<file path="src/rtl/noise_sched_pkg.sv">
// Shared types and constants for the noise channel scheduler: FSM states,
// gain Q-format and default sample saturation limits.
package noise_sched_pkg;

    typedef enum logic [2:0] {
        StIdle,
        StStep,
        StCapture,
        StOffer,
        StDone
    } state_e;

    localparam int unsigned SAMPLE_W  = 18;
    localparam int unsigned GAIN_FRAC = 14;
    localparam int          GAIN_ONE  = 1 << GAIN_FRAC;
    localparam int          SAT_MAX   = (1 << (SAMPLE_W - 1)) - 1;
    localparam int          SAT_MIN   = -(1 << (SAMPLE_W - 1));

endpackage

</file>
<file path="src/rtl/noise_gain_sat.sv">
// Combinational signed sample x Q(FRAC) gain: full-width product, arithmetic
// shift right by FRAC (floor), then saturate to the signed WIDTH range.
module noise_gain_sat #(
    parameter int unsigned WIDTH = 18,
    parameter int unsigned FRAC  = 14
) (
    input  logic signed [WIDTH-1:0] sample,
    input  logic signed [WIDTH-1:0] gain,
    output logic signed [WIDTH-1:0] result
);

    localparam int unsigned PW = 2 * WIDTH;
    localparam logic signed [PW-1:0] MAX_V = {{(WIDTH + 1){1'b0}}, {(WIDTH - 1){1'b1}}};
    localparam logic signed [PW-1:0] MIN_V = {{(WIDTH + 1){1'b1}}, {(WIDTH - 1){1'b0}}};

    logic signed [PW-1:0] sample_x;
    logic signed [PW-1:0] gain_x;
    logic signed [PW-1:0] product;
    logic signed [PW-1:0] shifted;

    always_comb begin
        sample_x = $signed({{WIDTH{sample[WIDTH-1]}}, sample});
        gain_x   = $signed({{WIDTH{gain[WIDTH-1]}}, gain});
        // The exact product of two WIDTH-bit values always fits in 2*WIDTH bits.
        product  = sample_x * gain_x;
        shifted  = product >>> FRAC;
        if (shifted > MAX_V) begin
            result = MAX_V[WIDTH-1:0];
        end else if (shifted < MIN_V) begin
            result = MIN_V[WIDTH-1:0];
        end else begin
            result = shifted[WIDTH-1:0];
        end
    end

endmodule

</file>
<file path="src/rtl/noise_channel_scheduler.sv">
// Time-shares one noise generator across NCH channels: per tick, one round in
// ascending order over the enabled channels with gain scaling and timed handshake.
module noise_channel_scheduler
    import noise_sched_pkg::*;
#(
    parameter int unsigned NCH     = 4,
    parameter int unsigned WIDTH   = SAMPLE_W,
    parameter int unsigned FRAC    = GAIN_FRAC,
    parameter int unsigned TIMEOUT = 16
) (
    input  logic                    clk,
    input  logic                    rst,
    input  logic                    sample_tick,
    input  logic [NCH-1:0]          ch_enable,
    input  logic [NCH*WIDTH-1:0]    ch_gain,
    output logic                    gen_clk_en,
    input  logic signed [WIDTH-1:0] gen_noise,
    output logic [WIDTH-1:0]        ch_data,
    output logic [NCH-1:0]          ch_valid,
    input  logic [NCH-1:0]          ch_ready,
    output logic                    busy,
    output logic                    round_done,
    output logic                    overrun,
    output logic [NCH-1:0]          drop_flags,
    input  logic                    clear_flags
);

    localparam int unsigned CW = (NCH > 1) ? $clog2(NCH) : 1;
    localparam int unsigned TW = $clog2(TIMEOUT + 1);

    state_e               state_q, state_d;
    logic                 pending_q, pending_d;
    logic [NCH-1:0]       en_q, en_d;
    logic [NCH*WIDTH-1:0] gain_q, gain_d;
    logic [CW-1:0]        cur_q, cur_d;
    logic [TW-1:0]        wait_q, wait_d;
    logic [WIDTH-1:0]     data_q, data_d;
    logic                 overrun_q, overrun_d;
    logic [NCH-1:0]       drop_q, drop_d;

    logic signed [WIDTH-1:0] gain_arr [NCH];
    logic signed [WIDTH-1:0] cur_gain;
    logic signed [WIDTH-1:0] scaled;
    logic                    start;
    logic                    advance;
    logic [CW:0]             nxt;

    for (genvar g = 0; g < NCH; g++) begin : g_gain
        assign gain_arr[g] = gain_q[g*WIDTH +: WIDTH];
    end

    assign cur_gain = gain_arr[cur_q];

    noise_gain_sat #(
        .WIDTH (WIDTH),
        .FRAC  (FRAC)
    ) u_gain_sat (
        .sample (gen_noise),
        .gain   (cur_gain),
        .result (scaled)
    );

    // Returns {found, index} of the lowest set bit of mask at or above lo.
    function automatic logic [CW:0] first_from(input logic [NCH-1:0] mask, input int lo);
        logic [CW:0] r;
        r = '0;
        for (int i = NCH - 1; i >= 0; i--) begin
            if (mask[i] && i >= lo) begin
                r = {1'b1, CW'(i)};
            end
        end
        return r;
    endfunction

    always_comb begin
        state_d   = state_q;
        pending_d = pending_q;
        en_d      = en_q;
        gain_d    = gain_q;
        cur_d     = cur_q;
        wait_d    = wait_q;
        data_d    = data_q;
        overrun_d = overrun_q;
        drop_d    = drop_q;
        start     = 1'b0;
        advance   = 1'b0;
        nxt       = '0;

        // Clear first so that any set below in the same cycle takes priority.
        if (clear_flags) begin
            overrun_d = 1'b0;
            drop_d    = '0;
        end

        unique case (state_q)
            StIdle: begin
                start = sample_tick | pending_q;
            end
            StStep: begin
                state_d = StCapture;
            end
            StCapture: begin
                data_d  = scaled;
                wait_d  = '0;
                state_d = StOffer;
            end
            StOffer: begin
                if (ch_ready[cur_q]) begin
                    advance = 1'b1;
                end else if (wait_q == TW'(TIMEOUT - 1)) begin
                    advance       = 1'b1;
                    drop_d[cur_q] = 1'b1;
                end else begin
                    wait_d = wait_q + 1'b1;
                end
                if (advance) begin
                    nxt = first_from(en_q, int'(cur_q) + 1);
                    if (nxt[CW]) begin
                        cur_d   = nxt[CW-1:0];
                        state_d = StStep;
                    end else begin
                        state_d = StDone;
                    end
                end
            end
            StDone: begin
                if (pending_q) begin
                    start = 1'b1;
                end else begin
                    state_d = StIdle;
                end
            end
            default: state_d = StIdle;
        endcase

        // One-deep tick queue; a pending tick consumed in DONE frees the slot.
        if (state_q == StIdle) begin
            if (start) begin
                pending_d = 1'b0;
            end
        end else if (state_q == StDone && pending_q) begin
            pending_d = sample_tick;
        end else if (sample_tick) begin
            if (pending_q) begin
                overrun_d = 1'b1;
            end else begin
                pending_d = 1'b1;
            end
        end

        if (start) begin
            en_d   = ch_enable;
            gain_d = ch_gain;
            nxt    = first_from(ch_enable, 0);
            if (nxt[CW]) begin
                cur_d   = nxt[CW-1:0];
                state_d = StStep;
            end else begin
                state_d = StDone;
            end
        end
    end

    always_ff @(posedge clk or posedge rst) begin
        if (rst) begin
            state_q   <= StIdle;
            pending_q <= 1'b0;
            en_q      <= '0;
            gain_q    <= '0;
            cur_q     <= '0;
            wait_q    <= '0;
            data_q    <= '0;
            overrun_q <= 1'b0;
            drop_q    <= '0;
        end else begin
            state_q   <= state_d;
            pending_q <= pending_d;
            en_q      <= en_d;
            gain_q    <= gain_d;
            cur_q     <= cur_d;
            wait_q    <= wait_d;
            data_q    <= data_d;
            overrun_q <= overrun_d;
            drop_q    <= drop_d;
        end
    end

    // Strobes and valid decode straight from state so reset removes them at once.
    always_comb begin
        gen_clk_en = (state_q == StStep);
        busy       = (state_q != StIdle);
        round_done = (state_q == StDone);
        ch_valid   = '0;
        if (state_q == StOffer) begin
            ch_valid[cur_q] = 1'b1;
        end
        ch_data    = data_q;
        overrun    = overrun_q;
        drop_flags = drop_q;
    end

endmodule

</file>
<file path="config.mk">
export PLATFORM = sky130hd
export DESIGN_NAME = noise_channel_scheduler
export DESIGN_NICKNAME = d
export VERILOG_FILES = /design/src/rtl/noise_sched_pkg.sv /design/src/rtl/noise_gain_sat.sv /design/src/rtl/noise_channel_scheduler.sv
export SDC_FILE = /design/constraint.sdc
export NUM_CORES = 1
export LEC_CHECK = 0
export ABC_AREA = 1
export CORE_MARGIN = 4
export CORE_UTILIZATION = 47
export CTS_CLUSTER_DIAMETER = 200
export DETAILED_ROUTE_END_ITERATION = 16
export PLACE_DENSITY = 0.66
export RECOVER_POWER = 100
export SLEW_MARGIN = 20
export SYNTH_ARGS = -nofsm -noshare
export SYNTH_HDL_FRONTEND = slang
export SYNTH_SLANG_ARGS = --single-unit
</file>
<file path="constraint.sdc">
create_clock -name clk -period 16.2 [get_ports clk]
set_clock_uncertainty 0.2 [all_clocks]
set_input_delay 1.62 -clock clk [delete_from_list [all_inputs] [get_ports clk]]
set_output_delay 1.62 -clock clk [all_outputs]
set_load 0.01 [all_outputs]
</file>
Word level (Yosys, flattened, before mapping)
Index checks and enable logic that the tools add are counted.
{"block": "op_classes", "n_addsub": 2, "n_mul": 1, "n_div": 0, "order_cmp": 9, "eq_ne": 10, "shift": 0, "muxes": 53, "bitwise_logic": 3, "n_reduce_logical": 13}
{"operator": "18-bit two-way mux", "n": 4}
{"operator": "3-bit two-way mux", "n": 16}
{"operator": "18-bit binary-select mux with 2-bit select", "n": 1}
{"operator": "18-bit by 18-bit multiplier with 36-bit output", "n": 1}
{"operator": "22-bit by 18-bit > comparator with 1-bit output (second input constant)", "n": 1}
{"operator": "22-bit by 18-bit < comparator with 1-bit output (second input constant)", "n": 1}
{"operator": "4-bit two-way mux", "n": 5}
{"operator": "1-bit two-way mux", "n": 15}
{"operator": "3-bit case mux with 5 select lines", "n": 1}
{"operator": "2-bit two-way mux", "n": 5}
{"operator": "5-bit two-way mux", "n": 2}
{"operator": "5-bit case mux with 2 select lines", "n": 1}
{"operator": "3-bit by 2-bit equality test with 1-bit output (second input constant)", "n": 2}
{"operator": "1-bit by 3-bit greater-or-equal comparator with 1-bit output (first input constant)", "n": 2}
{"operator": "2-bit by 3-bit greater-or-equal comparator with 1-bit output (first input constant)", "n": 2}
{"operator": "1-bit logical AND", "n": 6}
{"operator": "2-bit != test (second input constant)", "n": 3}
{"operator": "3-bit AND reduction", "n": 2}
{"operator": "3-bit nonzero test", "n": 2}
{"operator": "5-bit by 1-bit adder with 5-bit output (second input constant)", "n": 1}
{"operator": "5-bit by 4-bit equality test with 1-bit output (second input constant)", "n": 1}
{"operator": "4-bit bitwise OR", "n": 1}
{"operator": "2-bit by 1-bit adder with 3-bit output (second input constant)", "n": 1}
{"operator": "3-bit by 1-bit equality test with 1-bit output (second input constant)", "n": 1}
{"operator": "other kinds (14)", "n": 14}
{"block": "totals", "ff_bits": 110, "latchBits": 0, "mem_bits_rw": 0, "romBits": 0, "memories": 0}

Depth between registers and ports, before layout
Gate-level depths: netlist (run 1).
{"block": "logic_depth", "word_depth": 14, "mapped_depth": 38, "ltp_nobuf": 35}

Cells and area by module
From an unflattened synthesis (run 1), not the netlist that was laid out.
{"block": "hier_totals", "cells_unflattened": 2294, "area_unflattened_um2": 17852.1}
{"mod": "noise_gain_sat", "n_inst": 1, "cells_per_inst": 1727, "area_per_inst_um2": 13015.0, "seq_area_each_um2": 0.0}
{"mod": "noise_channel_scheduler", "n_inst": 1, "cells_per_inst": 567, "area_per_inst_um2": 4837.1, "seq_area_each_um2": 2727.6}

Worst setup path after synthesis (run 1)
OpenSTA, ideal clock, no wires.
{"block": "synth_path", "path_kind": "input-to-reg", "startpoint": "input port gen_noise[17]", "endpoint": "register data_q[0], in the netlist ch_data[0]", "arrival_time_ns": 7.413, "required_time_ns": 15.879, "setup_slack_ns": 8.466, "cell_stages": 26, "path_cell_list": "clkbuf_1 > nand2_1 > fa_1 > inv_1 > fa_1 > inv_1 > fa_1 > inv_1 > fa_1 > inv_1 > fa_1 > inv_1 > fa_1 > ha_1 > inv_1 > nor3_2 > nand2_1 > nor4_1 > nand2_2 > nand2_2 > nand2_2 > nand2_4 > nand4_4 > a21oi_4 > buf_6 > a21oi_2"}
{"block": "synth_between", "elab_chain_cells": 4}
{"element": "start, declared", "line_no": "noise_channel_scheduler.sv:17", "source": "input logic signed [WIDTH-1:0] gen_noise,"}
{"element": "18-bit by 18-bit multiplier with 36-bit output *", "line_no": "noise_gain_sat.sv:25", "source": "product = sample_x * gain_x;"}
{"element": "22-bit by 18-bit < comparator with 1-bit output", "line_no": "noise_gain_sat.sv:29", "source": "end else if (shifted < MIN_V) begin"}
{"element": "18-bit two-way mux", "line_no": "noise_gain_sat.sv:29"}
{"element": "18-bit two-way mux *", "line_no": "noise_gain_sat.sv:27", "source": "if (shifted > MAX_V) begin"}
{"element": "end signal, assigned", "line_no": "noise_channel_scheduler.sv:182", "source": "data_q <= data_d;"}
{"element": "end, declared", "line_no": "noise_channel_scheduler.sv:37", "source": "logic [WIDTH-1:0] data_q, data_d;"}
Mark *: on every way between the ends. The rest lies on a longest branch, timed or not.
A chain may end at the register's enable or synchronous reset.

Worst setup path after layout (run 1)
{"block": "layout_path", "startpoint": "register cur_q[1]", "endpoint": "register data_q[11], in the netlist ch_data[11]"}
{"block": "layout_between", "elab_chain_cells": 8}
{"element": "start, declared", "line_no": "noise_channel_scheduler.sv:35", "source": "logic [CW-1:0] cur_q, cur_d;"}
{"element": "start signal, assigned", "line_no": "noise_channel_scheduler.sv:180", "source": "cur_q <= cur_d;"}
{"element": "2-bit inverter with 3-bit output (implied by the code) *", "line_no": "noise_channel_scheduler.sv:52", "source": "assign cur_gain = gain_arr[cur_q];"}
{"element": "18-bit binary-select mux with 2-bit select *", "line_no": "noise_channel_scheduler.sv:52"}
{"element": "18-bit two-way mux (implied by the code) * (2 in series)", "line_no": "noise_channel_scheduler.sv:52"}
{"element": "18-bit by 18-bit multiplier with 36-bit output *", "line_no": "noise_gain_sat.sv:25"}
{"element": "22-bit by 18-bit < comparator with 1-bit output", "line_no": "noise_gain_sat.sv:29"}
{"element": "18-bit two-way mux", "line_no": "noise_gain_sat.sv:29"}
{"element": "18-bit two-way mux *", "line_no": "noise_gain_sat.sv:27"}
Mark *: on every way between the ends. The rest lies on a longest branch, timed or not. The select of a mux whose other input is x is not followed.

==> results of run 1 <==
## cells in the final DEF (no fill, tap or decap), types with 10 or more instances in the layout
cell type	instances
inv_1	521
nand2_1	372
fa_1	328
nor2_1	225
dfrtp_1	109
clkdlybuf4s50_1	99
ha_1	90
o21ai_0	88
a21oi_1	69
dlygate4sd3_1	32
nand2_2	25
nand3_1	22
o22ai_1	18
or2_2	18
xor2_1	17
o21a_1	17
xnor2_1	11
a21oi_2	10
## logic make-up (layout without fill, tap and decap cells)
logic type | after synthesis | in the layout
and+or+nand+nor | 685 | 685
buffers and inverters | 595 | 687
adders and majority gates | 418 | 418
AOI/OAI and AO/OA | 217 | 217
DFF | 109 | 109
xor gates and xnor gates | 28 | 28
## flip-flops by register name (all words and copies together), names as in the netlist
register	cells
drop_flags	4
overrun	1
gain_q	72
en_q	3
wait_q	5
state_q	3
pending_q	1
cur_q	2
ch_data	18
## metal layers
| layer | global-route usage [%] | vias up | part of all wire [%] |
|---|---|---|---|
| met3 | 2.24 | 90 | 6.0 |
| met2 | 42.7 | 432 | 49 |
| met5 | 0 | - | 0 |
| met4 | 8.61 | 0 | 4.0 |
| met1 | 31.9 | 6786 | 41 |
| li1 | - | 6170 | - |
## worst max path at each step
stage             startpoint           to  slack, ps  depth (start not counted)
5_1_grt             cur_q[1]  ch_data[15]       5580                         30
3_3_place_gp   gen_noise[17]  ch_data[16]       7060                         27
2_1_floorplan  gen_noise[17]   ch_data[0]       8470                         26
3_5_place_dp   gen_noise[17]  ch_data[11]       6900                         27
4_1_cts        gen_noise[17]  ch_data[11]       7250                         27
6_report            cur_q[1]  ch_data[11]       6260                         30
## synthesized netlist by cell type (all sizes together) (15+ instances only)
cell / instances / area (µm²)
dfrtp: 109 / 2730
o22ai: 18 / 113
inv: 524 / 1970
nand3: 24 / 130
o21a: 17 / 128
xor2: 17 / 149
or2: 18 / 113
ha: 90 / 1130
nand2: 399 / 1590
o21ai: 88 / 440
fa: 328 / 6570
a21oi: 79 / 444
clkbuf: 47 / 176
buf: 15 / 103
nor2: 225 / 845
## worst register-to-register path: cells and delay by family (launching register included)
kind	cells	cell delay, ps
adder cells (fa/ha/maj)	7	3750
AO/OA/AOI/OAI	3	1930
flip-flops	1	470
buffers and inverters	10	2070
AND/OR/NAND/NOR	10	1310
## area by class of cell
cell class                      count  area share (%)
Multi-Input combinational cell   1348            63.3
Tap cell                          461            3.04
Clock buffer                        9            1.19
Sequential cell                   109            14.4
Inverter                          533            10.6
Clock inverter                      7           0.416
Timing Repair Buffer              138            7.11
## stage by stage
step	worst slack, ps	std cells
floorplan	8470	2052
global placement	7060	2588
detailed placement	6900	2588
CTS	7250	2604
global route	5580	2605
finish	6260	2605
==> impl_metrics.env, run 1 <==
export IMPL_critPathTopFamily="adder cells"
export IMPL_whs_path_depth=2
export IMPL_whs_ps=277
export IMPL_avgSynthCellArea_um2=8.31
export IMPL_synth_compound_area_share_pct=7.52
export IMPL_fill_cells=3382
export IMPL_synth_top_family_by_area="adder cells"
export IMPL_yosysUniqueCellTypes=43
export IMPL_dp_hpwl_um=38300
export IMPL_n_antenna_cell=0
export IMPL_cts_inserted_buffers=9
export IMPL_synth_seq_cells=109
export IMPL_cts_root_buf="clkbuf_16"
export IMPL_die_w_um=198
export IMPL_cts_num_sinks=109
export IMPL_drc=0
export IMPL_grt_overflow=0
export IMPL_route_vias_total=13500
export IMPL_hold_path_class="flip-flop to flip-flop"
export IMPL_crit_path_frequent_cell="inv_1"
export IMPL_synthesis_area_um2=17000
export IMPL_syn_to_final_growth_pct=11.2
export IMPL_grt_total_usage_pct=24.3
export IMPL_synth_cells=2052
export IMPL_min_period_over_period_pct=61.3
export IMPL_synthArstFlopShare_pct=100
export IMPL_cts_clk_slew_worst_paths_ps=90
export IMPL_yosys_warnings=0
export IMPL_status="complete, but fails checks"
export IMPL_min_to="gain_q[50]"
export IMPL_synthFlopType="dfrtp_1"
export IMPL_synth_edff_count=0
export IMPL_coreArea_um2=35700
export IMPL_grt_pass1_vias=14500
export IMPL_rsz0062_at_grt="no"
export IMPL_detail_route_iter0_violations=747
export IMPL_post_route_util_pct=53.2
export IMPL_place_congestion=0.921
export IMPL_die_height_um=198
export IMPL_setup_viol=0
export IMPL_ys_seq_area_share_pct=16.0
export IMPL_start_kind="flip-flop"
export IMPL_cts_setup_buffers=0
export IMPL_fin_crit_ps=9940
export IMPL_design_area_um2=19000
export IMPL_synth_adder_area_share_pct=45.1
export IMPL_seq_area_um2=2730
export IMPL_hold_viol=0
export IMPL_critPathCaptureType="flip-flop"
export IMPL_initial_utilization_pct=47.8
export IMPL_cp_buffers_inverters=10
export IMPL_crit_fanout=17
export IMPL_synth_simple_gate_area_share_pct=16.5
export IMPL_arrival_ps=9890
export IMPL_drive_above_1_share_pct=3.87
export IMPL_multi_input_area_um2=12000
export IMPL_synth_xor_xnor_area_share_pct=1.44
export IMPL_dieArea_um2=39400
export IMPL_grt_pass1_wl_um=75600
export IMPL_ant_nets=0
export IMPL_crit_slowest_cell="a21oi_1"
export IMPL_r2r_start="cur_q[1]"
export IMPL_antenna_found_initial=0
export IMPL_firstDrtPassIters=6
export IMPL_cp_required_ps=16150
export IMPL_drt_wirelength_per_cell_um=17.7
export IMPL_io_buffer_count=131
export IMPL_ctsResizeCount=0
export IMPL_fmax_mhz=101
export IMPL_synthMuxAreaShare_pct=0
export IMPL_place_area_um2=18700
export IMPL_htree_num_levels=3
export IMPL_drv_cap=4
export IMPL_std_cell_rows=69
export IMPL_setup_tns_ps=0
export IMPL_slew_viol_final=216
export IMPL_hp_start="gain_q[50]"
export IMPL_rr_endpoint="ch_data[11]"
export IMPL_nets=2659
export IMPL_wl_um=46100
export IMPL_ios=132
export IMPL_slowest_delay_ps=1290
export IMPL_violations="capacitance limit, slew limit"
export IMPL_cts_tree="done"
export IMPL_cts_path_max_buffers=2
export IMPL_cts_hold_fix_buffers=0
export IMPL_clock_latency_ps=350
export IMPL_critPathKind="flip-flop to flip-flop"
export IMPL_slew_headroom_pct=-110
export IMPL_worst_pin_slew_ps=3160
export IMPL_reg2regPathDepth=30
export IMPL_avgViaCountPerCell=5.17
export IMPL_synth_nets=2572
export IMPL_grt_max_degree=80
export IMPL_reg2reg_slack_ps=6260
Power of run 1 is left out: the tool's default activity adds up to more than one toggle a clock period on the data nets, which glitch-free logic cannot reach.
==> inputs of run 2 (changes only) <==
--- a/config.mk
+++ b/config.mk
@@ -10,7 +10,7 @@
 export CORE_UTILIZATION = 47
 export CTS_CLUSTER_DIAMETER = 200
 export DETAILED_ROUTE_END_ITERATION = 16
-export PLACE_DENSITY = 0.66
+export PLACE_DENSITY = 0.69
 export RECOVER_POWER = 100
 export SLEW_MARGIN = 20
 export SYNTH_ARGS = -nofsm -noshare
==> constraint.sdc (replaced) <==
create_clock -name clk -period 8.75 [get_ports clk]
set_clock_uncertainty 0.2 [all_clocks]
set_input_delay 0.875 -clock clk [delete_from_list [all_inputs] [get_ports clk]]
set_output_delay 0.875 -clock clk [all_outputs]
set_load 0.01 [all_outputs]
==> impl_metrics.env, run 2 (synthesis results as in run 1) <==
export IMPL_cts_tree="done"
export IMPL_arrival_ps=8180
export IMPL_worst_pin_slew_ps=4020
export IMPL_drc=0
export IMPL_drive_above_1_share_pct=5.20
export IMPL_hold_path_class="flip-flop to flip-flop"
export IMPL_final_common_cell="inv_1"
export IMPL_start_kind="flip-flop"
export IMPL_crit_slowest_cell="fa_1"
export IMPL_cts_inserted_buffers=9
export IMPL_setup_ws_ps=621
export IMPL_drt_wirelength_per_cell_um=17.8
export IMPL_slew_headroom_pct=-168
export IMPL_grt_pass1_wl_um=76700
export IMPL_pre_cts_ws_ps=229
export IMPL_layout_common_cells="inv_1, nand2_1, fa_1"
export IMPL_grt_overflow=0
export IMPL_die_height_um=198
export IMPL_slew_viol_final=226
export IMPL_cts_num_sinks=109
export IMPL_place_area_um2=18900
export IMPL_fin_crit_ps=8130
export IMPL_status="complete, but fails checks"
export IMPL_firstDrtPassIters=5
export IMPL_detail_route_iter0_violations=939
export IMPL_nets=2687
export IMPL_grt_max_degree=114
export IMPL_violations="capacitance limit, slew limit"
export IMPL_syn_to_final_growth_pct=12.7
export IMPL_place_congestion=0.967
export IMPL_cts_hold_fix_buffers=0
export IMPL_avgViaCountPerCell=5.16
export IMPL_design_area_um2=19200
export IMPL_die_w_um=198
export IMPL_cts_root_buf="clkbuf_16"
export IMPL_crit_path_frequent_cell="inv_1"
export IMPL_route_vias_total=13600
export IMPL_htree_num_levels=3
export IMPL_grt_pass1_vias=14700
export IMPL_cts_clk_slew_worst_paths_ps=80
export IMPL_wl_um=46800
export IMPL_drv_cap=3
export IMPL_fill_cells=3355
export IMPL_coreArea_um2=35700
export IMPL_whs_ps=276
export IMPL_dieArea_um2=39400
export IMPL_n_antenna_cell=0
export IMPL_crit_fanout=17
export IMPL_setup_tns_ps=0
export IMPL_setup_viol=0
export IMPL_dp_hpwl_um=39400
export IMPL_top_register="gain_q"
export IMPL_io_buffer_count=131
export IMPL_slowest_delay_ps=600
export IMPL_critPathCaptureType="flip-flop"
export IMPL_fmax_mhz=123
export IMPL_clock_latency_ps=360
export IMPL_rsz0062_at_grt="no"
export IMPL_ios=132
export IMPL_initial_utilization_pct=47.8
export IMPL_critPathKind="flip-flop to flip-flop"
export IMPL_largest_reg_flops=72
export IMPL_hold_viol=0
export IMPL_grt_total_usage_pct=24.8
export IMPL_min_period_over_period_pct=92.9
export IMPL_cp_required_ps=8800
export IMPL_std_cell_rows=69
export IMPL_ant_nets=0
export IMPL_antenna_found_initial=0
export IMPL_cts_path_max_buffers=2
## run 2: cell count changes in the layout (fill, tap and decap cells not counted), moves of 2 or more
cell and change:
clkbuf_1 -2, a21oi_1 +6, nand2_1 -5, clkinvlp_4 -2, buf_4 +29, clkinv_8 -2, a21oi_2 -6, clkbuf_8 +2
nand2_2 +4
## run 2: path summary, 6_finish.rpt
path	start	to	slack (ps)	depth (start not counted)
worst min register to register	gain_q[38]	gain_q[38]	280	2
worst max register to register	cur_q[0]	ch_data[7]	620	32
max in group asynchronous	rst	gain_q[65]	3080	3
worst min-delay path	gain_q[38]	gain_q[38]	280	2
min in group asynchronous	rst	en_q[2]	1210	2
worst max-delay path	cur_q[0]	ch_data[7]	620	32
## run 2: cell type report
cell class                      instances  area, µm²  area share (%)
Multi-Input combinational cell       1348      12000            62.4
Sequential cell                       109       2730            14.2
Inverter                              533       2010            10.4
Timing Repair Buffer                  166       1580            8.22
Tap cell                              461        577            3.00
Clock buffer                           11        253            1.32
Clock inverter                          5       72.6           0.378
## run 2: routing by layer
metal / routed length [µm] / global-route usage (%) / vias up
met5: 0 / 0 / -
met4: 2720 / 12.3 / 0
met3: 3220 / 3.34 / 136
met2: 22400 / 41.3 / 550
met1: 18500 / 32.2 / 6684
li1: - / - / 6213
## run 2: stage by stage
stage                     cells  utilization, %
after global routing       2633            53.9
final                      2633            53.9
after floorplan            2052               -
after detailed placement   2616            53.1
after global placement     2616            53.1
after CTS                  2632            54.0
## run 2: worst max-delay path: cells and delay by family (launching register included)
family                   cells  cell delay, ps
adder cells (fa/ha/maj)      7            3600
flip-flops                   1             540
AND/OR/NAND/NOR              7             940
buffers and inverters        9            1120
AO/OA/AOI/OAI                9            1570
## run 2: timing repair
action,in CTS,in global routing
setup buffers,0,1
endpoints found under the setup margin,0,17
resized for setup,0,2
Power of run 2 is left out for the same reason.
